### config.mk
export PLATFORM = sky130hd
export DESIGN_NAME = fp_accum_seq
export DESIGN_NICKNAME = d
export VERILOG_FILES = /design/src/rtl/fp_accum_seq.sv
export SDC_FILE = /design/constraint.sdc
export NUM_CORES = 1
export LEC_CHECK = 0
export ABC_CLOCK_PERIOD_IN_PS = 2300
export BUFFER_PORTS_ARGS = -buffer_cell sky130_fd_sc_hd__buf_2
export CAP_MARGIN = 20
export CORE_ASPECT_RATIO = 0.6
export CORE_MARGIN = 2
export CORE_UTILIZATION = 40
export DETAILED_ROUTE_END_ITERATION = 8
export PLACE_DENSITY = 0.79
export SLEW_MARGIN = 20
export SYNTH_ARGS = -nofsm -noshare
export SYNTH_HDL_FRONTEND = slang
export SYNTH_SLANG_ARGS = --single-unit
### constraint.sdc
create_clock -name clk -period 2.3 [get_ports clk]
set_input_delay 0 -clock clk [delete_from_list [all_inputs] [get_ports clk]]
set_output_delay 0 -clock clk [all_outputs]
set_load 0.005 [all_outputs]
### src/rtl/fp_accum_seq.sv
// rtl/fp_accum_seq.sv - sequential float accumulator front-end for an external combinational adder
module fp_accum_seq #(
    parameter int CNT_W = 16
) (
    input  logic             clk,
    input  logic             rst_n,
    input  logic             in_valid,
    output logic             in_ready,
    input  logic [31:0]      in_data,
    input  logic             in_last,
    output logic             out_valid,
    input  logic             out_ready,
    output logic [31:0]      out_sum,
    output logic [CNT_W-1:0] out_count,
    output logic             out_special,
    output logic [31:0]      add_a,
    output logic [31:0]      add_b,
    input  logic [31:0]      add_s
);

    typedef enum logic {
        ST_ACCUM = 1'b0,
        ST_DONE  = 1'b1
    } state_t;

    state_t            state_q, state_d;
    logic [31:0]       acc_q, acc_d;
    logic [CNT_W-1:0]  cnt_q, cnt_d;
    logic              spec_q, spec_d;
    logic              accept;
    logic              release_res;

    assign accept      = in_valid & in_ready;
    assign release_res = out_valid & out_ready;

    always_ff @(posedge clk) begin
        if (!rst_n) begin
            state_q <= ST_ACCUM;
        end else begin
            state_q <= state_d;
        end
    end

    always_comb begin
        state_d = state_q;
        case (state_q)
            ST_ACCUM: if (accept && in_last) state_d = ST_DONE;
            ST_DONE:  if (release_res)       state_d = ST_ACCUM;
            default:                         state_d = ST_ACCUM;
        endcase
    end

    // Handshake depends on state alone, so out_ready never reaches in_ready combinationally.
    always_comb begin
        in_ready  = 1'b0;
        out_valid = 1'b0;
        case (state_q)
            ST_ACCUM: in_ready  = 1'b1;
            ST_DONE:  out_valid = 1'b1;
            default: ;
        endcase
    end

    always_comb begin
        acc_d  = acc_q;
        cnt_d  = cnt_q;
        spec_d = spec_q;
        if (accept) begin
            acc_d  = add_s;
            cnt_d  = (cnt_q == {CNT_W{1'b1}}) ? cnt_q : cnt_q + CNT_W'(1);
            spec_d = spec_q | (in_data[30:23] == 8'hFF);
        end else if (release_res) begin
            acc_d  = 32'h0000_0000;
            cnt_d  = '0;
            spec_d = 1'b0;
        end
    end

    always_ff @(posedge clk) begin
        if (!rst_n) begin
            acc_q  <= 32'h0000_0000;
            cnt_q  <= '0;
            spec_q <= 1'b0;
        end else begin
            acc_q  <= acc_d;
            cnt_q  <= cnt_d;
            spec_q <= spec_d;
        end
    end

    assign add_a       = acc_q;
    assign add_b       = in_data;
    assign out_sum     = acc_q;
    assign out_count   = cnt_q;
    assign out_special = spec_q;

endmodule

==> results of run 1 <==
final cells by class:
type / instances / share of cell area
Inverter: 6 / 0.006939
Tap cell: 84 / 0.03238
Clock inverter: 2 / 0.003084
Timing Repair Buffer: 173 / 0.3215
Multi-Input combinational cell: 159 / 0.3065
Sequential cell: 50 / 0.3084
Clock buffer: 5 / 0.02120
worst max-delay path, cell delays in order, from the launching register on:
cell	delay (ps)
dfxtp_1	490
ha_1	320
nand4_4	180
nor4_2	460
nand3_2	220
a311oi_1	310
per-stage QoR:
stage / cell area, um2 / instances / setup slack (ps) / total power, mW
after floorplan: 2537 / 294 / 436.0 / 1.164
after global placement: 2836 / 439 / 360.4 / 1.222
after detailed placement: 2836 / 439 / 265.7 / 1.226
after CTS: 3246 / 479 / 257.7 / 1.753
after global routing: 3246 / 479 / 71.73 / 1.834
final: 3246 / 479 / 206.9 / 1.739
power by group through the flow:
stage               clock (mW)  combinational [mW]  sequential (mW)
floorplan                    0               0.208            0.956
global placement             0               0.269            0.953
detailed placement           0               0.271            0.955
CTS                      0.503               0.314            0.936
global route             0.541               0.349            0.943
finish                   0.484               0.317            0.938
final timing paths:
path	slack [ps]	endpoint	start
worst max-delay path	210	out_count[2]$_SDFFE_PN0P_	out_count[0]$_SDFFE_PN0P_
worst min-delay path	0.002	add_b[0]	in_data[0]
worst max register to register	210	out_count[2]$_SDFFE_PN0P_	out_count[0]$_SDFFE_PN0P_
worst min register to register	500	out_special$_SDFFE_PN0P_	out_special$_SDFFE_PN0P_
metal layers:
layer / up-vias / wire [um]
met4: 0 / 47
met3: 8 / 641
li1: 1190 / -
met1: 1157 / 3035
met2: 152 / 3243
met5: - / 0
state kept, by name, indices dropped and copies added (netlist names):
signal       count
add_a           32
out_special      1
state_q          1
out_count       16
kinds of logic (layout without fill, tap and decap cells):
| family | after synthesis | in the layout |
|---|---|---|
| buffers and inverters | 85 | 186 |
| DFF | 50 | 50 |
| adders and majority gates | 1 | 1 |
| AOI/OAI and AO/OA | 66 | 66 |
| and+or+nand+nor | 92 | 92 |
synthesized netlist by cell type, drive strengths merged:
cell type	instances	area [um2]
a221oi	1	15.01
a21oi	9	45.04
a31oi	2	12.51
clkbuf	13	48.80
o211ai	2	15.01
nand3	9	50.05
nand2	11	41.29
o41ai	2	25.03
nor2b	1	6.260
a211oi	2	15.01
nor4	5	43.79
o2111ai	1	8.760
inv	6	22.52
or3	1	6.260
buf	66	489.2
nor3	8	40.04
nor2	40	150.1
o31ai	1	7.510
a41o	1	10.01
nand4	9	71.32
ha	1	12.51
or4	2	18.77
nand2b	1	6.260
dfxtp	50	1001
a311oi	3	26.28
or2	1	8.760
and3	3	20.02
a22oi	32	240.2
a2111o	1	11.26
a41oi	3	26.28
o21ai	5	25.02
a2bb2oi	1	8.760
and4	1	8.760
==> qor.yml, run 1 <==
ys_types: 41
synth_top_family_by_area: "buffers and inverters"
die_w_um: 106.8
holdPathStages: 0
clkSlewWorstSetupHoldPaths_ps: 90
clkPwrFrac: 0.278
tns_ps: 0
grt_max_degree: 49
ios: 184
areaGrowthSynthToFinish_pct: 27.91
p_leak_nw: 1.537
finalSetupViolations: 0
worst_hold_slack_ps: 0.002261
multi_input_area_um2: 994.7
p_comb_frac: 0.182
num_vias: 2507
grt_pass1_vias: 2290
cts.sinks: 50
cp_max_fo: 8
grt_antenna_before_repair: 0
finalHoldViolations: 0
start_util: 0.4152
wl_per_cell_um: 14.55
overflow: 0
grtUsageMet1: 0.2515
layout_common_cells: "135 x buf_2, 50 x dfxtp_1, 40 x nor2_1"
viasPerCell: 5.234
hold_path.class: "in2out"
diodes: 0
final_nets: 465
finalMaxSlewViolations: 0
synth-compound-area-share: 0.1938
grt_pass1_wl_um: 10960
firstDrtPassIters: 5
grt_busiest_layer: "met2"
core.rowCount: 22
end_kind: "register"
syn_nets: 364
ant_nets: 0
ys_warn_count: 0
root_buffer: "clkbuf_8"
cts_made_buffers: 5
synth_area_um2: 2537
synth_xor_area_frac: 0
io_buffers: 135
fin_crit_sh: 0.9101
syn_area_per_cell_um2: 8.631
internal_power_mw: 1.273
crit_required_ps: 2500
worst-setup-path-type: "reg2reg"
grt_usage: 0.1942
cts-resized-gates: 0
switching_share: 0.2678
rsz0062_at_grt: "false"
postSynthCellCount: 294
arrival_ps: 2290
grt_util_met2: 0.3169
status: "completed"
hpwl_um: 4669
final_common_cell: "buf_2"
route.final.wire_length_um: 6968
fin_skew_ps: 11.87
cts_hold_buf: 33
period_needed_ps: 2093
fillers: 588
power_switching_mw: 0.4657
worst_slew_pin_slew_ps: 672.2
cts.htree.levels: 2
drive_above_1_share: 0.4000
slew_headroom: 0.5477
start_kind: "register"
drv_cap: 0
synthMuxAreaShare: 0
post_cts_buffers: 0
drc_errors: 0
yosys.area_share.simple: 0.1859
clk_latency_ps: 300
cts_tree: "built"
first_iter_violations: 169
seq_power_share: 0.539
ys_seq_elements: 50
core_area_um2: 6111
die_y_um: 65.70
seq_area_frac_synth: 0.3945
place_congestion: 0.8934
clock_tree.buffer_depth: 2
met3_usage: 0.05952
p_per_area_nw_per_um2: 535.7
regArea_um2: 1001
r2r_cells: 5
irDropWorstVdd_v: 0.0002600
fin_util: 0.5311
die-area_um2: 7018
fmax_mhz: 477.8
synthAdderAreaFrac: 0.004931
(Power assumes the default switching activity.)
==> run 2, diff against run 1 <==
--- a/config.mk
+++ b/config.mk
@@ -5,6 +5,7 @@
 export SDC_FILE = /design/constraint.sdc
 export NUM_CORES = 1
 export LEC_CHECK = 0
+export ABC_AREA = 1
 export ABC_CLOCK_PERIOD_IN_PS = 2300
 export BUFFER_PORTS_ARGS = -buffer_cell sky130_fd_sc_hd__buf_2
 export CAP_MARGIN = 20
@@ -12,7 +13,7 @@
 export CORE_MARGIN = 2
 export CORE_UTILIZATION = 40
 export DETAILED_ROUTE_END_ITERATION = 8
-export PLACE_DENSITY = 0.79
+export PLACE_DENSITY = 0.78
 export SLEW_MARGIN = 20
 export SYNTH_ARGS = -nofsm -noshare
 export SYNTH_HDL_FRONTEND = slang
==> run 2 against run 1 <==
  * Clock power rose by 24%
  * Highest routed layer unchanged
  * Count of clock-buffer cells in the layout unchanged
  * Largest cell class is now multi-input gates
  * Synthesized area is 5.8% higher
==> qor.yml, run 2 <==
synthArstFlopShare: 0  # unchanged
yosys-top-cells-count: "115 x nand2_1, 64 x buf_4, 50 x dfxtp_1, 46 x a21oi_1, 22 x nand3_1"  # was 64 x buf_4, 50 x dfxtp_1, 40 x nor2_1, 32 x a22oi_1, 13 x clkbuf_1
status: "completed"  # unchanged
post_cts_buffers: 0  # unchanged
cts-resized-gates: 0  # unchanged
grt_pass1_vias: 2296  # was 2290
end_kind: "register"  # unchanged
place_congestion: 0.8726  # was 0.8934
postSynthCellCount: 377  # was 294
synth_top_cell_area_share: 0.3728  # was 0.3945
slew_headroom: 0.7274  # was 0.5477
grtUsageMet1: 0.2111  # was 0.2515
root_buffer: "clkbuf_8"  # unchanged
crit_family: "buffers and inverters"  # was simple AND/OR/NAND/NOR gates
cts_tree: "built"  # unchanged
worst-setup-path-type: "reg2reg"  # unchanged
arrival_ps: 1950  # was 2290 ps
fillers: 622  # was 588
die-area_um2: 7406  # was 7018 um2
core_area_um2: 6590  # was 6111 um2
grt_max_degree: 39  # was 49
route.final.wire_length_um: 7196  # was 6968 um
synth_most_common_cell: "nand2_1"  # was buf_4
largest_reg_flops: 32  # unchanged
fin_crit_sh: 0.7463  # was 0.9101
clk_latency_ps: 290  # was 300 ps
cp_max_fo: 12  # was 8
synth_edf_count: 0  # unchanged
finalMaxSlewViolations: 0  # unchanged
ys_types: 25  # was 41
tns_ps: 0  # unchanged
num_vias: 2682  # was 2507
yosys_most_used_dff: "dfxtp_1"  # unchanged
io_buffers: 135  # unchanged
start_util: 0.4074  # was 0.4152
fmax_mhz: 582.6  # was 477.8 MHz
cp_num_buf_inv: 3  # was 0
hold_path.class: "in2out"  # unchanged
slowest_stage: "dlygate4sd3_1"  # was dfxtp_1
met3_usage: 0.06081  # was 0.05952
firstDrtPassIters: 4  # was 5
core.rowCount: 23  # was 22
ios: 184  # unchanged
cts.htree.levels: 2  # unchanged
ys_seq_elements: 50  # unchanged
fin_skew_ps: 5.327  # was 11.87 ps
irDropWorstVdd_v: 0.0002172  # was 0.0002600 V
synth_area_leaders: "dfxtp_1 37%, buf_4 18%, nand2_1 16%"  # was dfxtp_1 39%, buf_4 19%, a22oi_1 9.5%
clock_tree.buffer_depth: 2  # unchanged
synth_top_area_cell: "dfxtp_1"  # unchanged
ant_nets: 0  # unchanged
cts_made_buffers: 5  # unchanged
grt_util_met2: 0.3295  # was 0.3169
rsz0062_at_grt: "false"  # unchanged
postLayoutCellArea_um2: 3415  # was 3246 um2
drive_above_1_share: 0.3285  # was 0.4000
p_per_area_nw_per_um2: 546.2  # was 535.7 nW/um2
final_common_cell: "buf_2"  # unchanged
final_nets: 550  # was 465
start_kind: "register"  # unchanged
syn_nets: 447  # was 364
clkSlewWorstSetupHoldPaths_ps: 90  # about the same
cts.sinks: 50  # unchanged
hpwl_um: 4787  # was 4669 um
crit_required_ps: 2540  # was 2500 ps
grt_busiest_layer: "met2"  # unchanged
drv_cap: 0  # unchanged
crit_chain: "inv_1 > nand2_1 > inv_1 > nand2_1 > a21oi_1 > dlygate4sd3_1"  # was ha_1 > nand4_4 > nor4_2 > nand3_2 > a311oi_1
grt_antenna_before_repair: 0  # unchanged
p_leak_nw: 1.677  # was 1.537 nW
die_w_um: 109.8  # was 106.8 um
seq_area_frac_synth: 0.3728  # was 0.3945
worst_slew_pin_slew_ps: 408.5  # was 672.2 ps
die_y_um: 67.47  # was 65.70 um
drc_errors: 0  # unchanged
finalSetupViolations: 0  # unchanged
diodes: 0  # unchanged
layout_common_cells: "135 x buf_2, 115 x nand2_1, 50 x dfxtp_1"  # was 135 x buf_2, 50 x dfxtp_1, 40 x nor2_1
synth_area_um2: 2685  # was 2537 um2
post_dp_cell_area_um2: 2965  # was 2836 um2
grt_pass1_wl_um: 10490  # was 10960 um
finalHoldViolations: 0  # unchanged
grt_usage: 0.1826  # was 0.1942
wl_per_cell_um: 12.67  # was 14.55 um
first_iter_violations: 264  # was 169
ys_warn_count: 0  # unchanged
viasPerCell: 4.722  # was 5.234
syn_area_per_cell_um2: 7.122  # was 8.631 um2
period_needed_ps: 1717  # was 2093 ps
areaGrowthSynthToFinish_pct: 27.17  # was 27.91%
critical_path.max_stage_delay_ps: 560  # was 490 ps
overflow: 0  # unchanged
## run 2: final cells by class
class	instances	area (um2)	area share
Clock buffer	5	68.82	0.02015
Clock inverter	3	40.04	0.01173
Inverter	20	75.07	0.02199
Multi-Input combinational cell	230	1062	0.3111
Sequential cell	50	1001	0.2931
Tap cell	87	108.9	0.03188
Timing Repair Buffer	173	1059	0.3100
## run 2: through the flow
step	instances	util	hold slack (ps)	setup WS [ps]	power [mW]
after floorplan	377	-	80.82	815.8	1.173
after global placement	526	0.4500	0.03458	730.3	1.230
after detailed placement	526	0.4500	0.03458	631.8	1.234
after CTS	568	0.5181	0.03458	597.8	1.892
after global routing	568	0.5181	0.01689	421.4	1.969
final	568	0.5181	0.002245	583.4	1.865
## run 2: worst register-to-register path: cells and delay by family, from the launching register on
family / cells / cell delay, ps
AO/OA/AOI/OAI: 1 / 130
buffers and inverters: 3 / 990
AND/OR/NAND/NOR: 2 / 210
flip-flops: 1 / 330
## run 2: final timing paths
kind | startpoint | endpoint | slack (ps) | cells after the start
min reg2reg | add_a[28]$_SDFFE_PN0P_ | add_a[28]$_SDFFE_PN0P_ | 470 | 2
min | in_data[4] | add_b[4] | 0.002 | 0
max | state_q$_SDFF_PN0_ | state_q$_SDFF_PN0_ | 580 | 6
max reg2reg | state_q$_SDFF_PN0_ | state_q$_SDFF_PN0_ | 580 | 6
## run 2: cell families (layout without fill, tap and decap cells)
logic type      Yosys count  count (layout)  share of synthesized area
buf+inv                  97             201                     0.2316
fa+ha+maj                 1               1                   0.004659
compound gates           56              56                     0.1104
simple gates            173             173                     0.2805
flops                    50              50                     0.3728
## run 2: routing by layer
| layer | vias up | share of wire |
|---|---|---|
| met5 | - | 0 |
| met4 | 0 | 0.0050 |
| met3 | 2 | 0.093 |
| met2 | 134 | 0.47 |
| met1 | 1207 | 0.44 |
| li1 | 1339 | - |
## run 2: repair_timing
item | CTS | global route
hold buffers | 34 | 0
endpoints found under the setup margin | 0 | 0
endpoints found under the hold margin | 33 | 0
## run 2: power by group
part | total (mW) | switching (mW) | internal (mW)
sequential | 0.941 | 0.0340 | 0.907
combinational | 0.322 | 0.159 | 0.163
clock | 0.602 | 0.282 | 0.320
total | 1.87 | 0.475 | 1.39
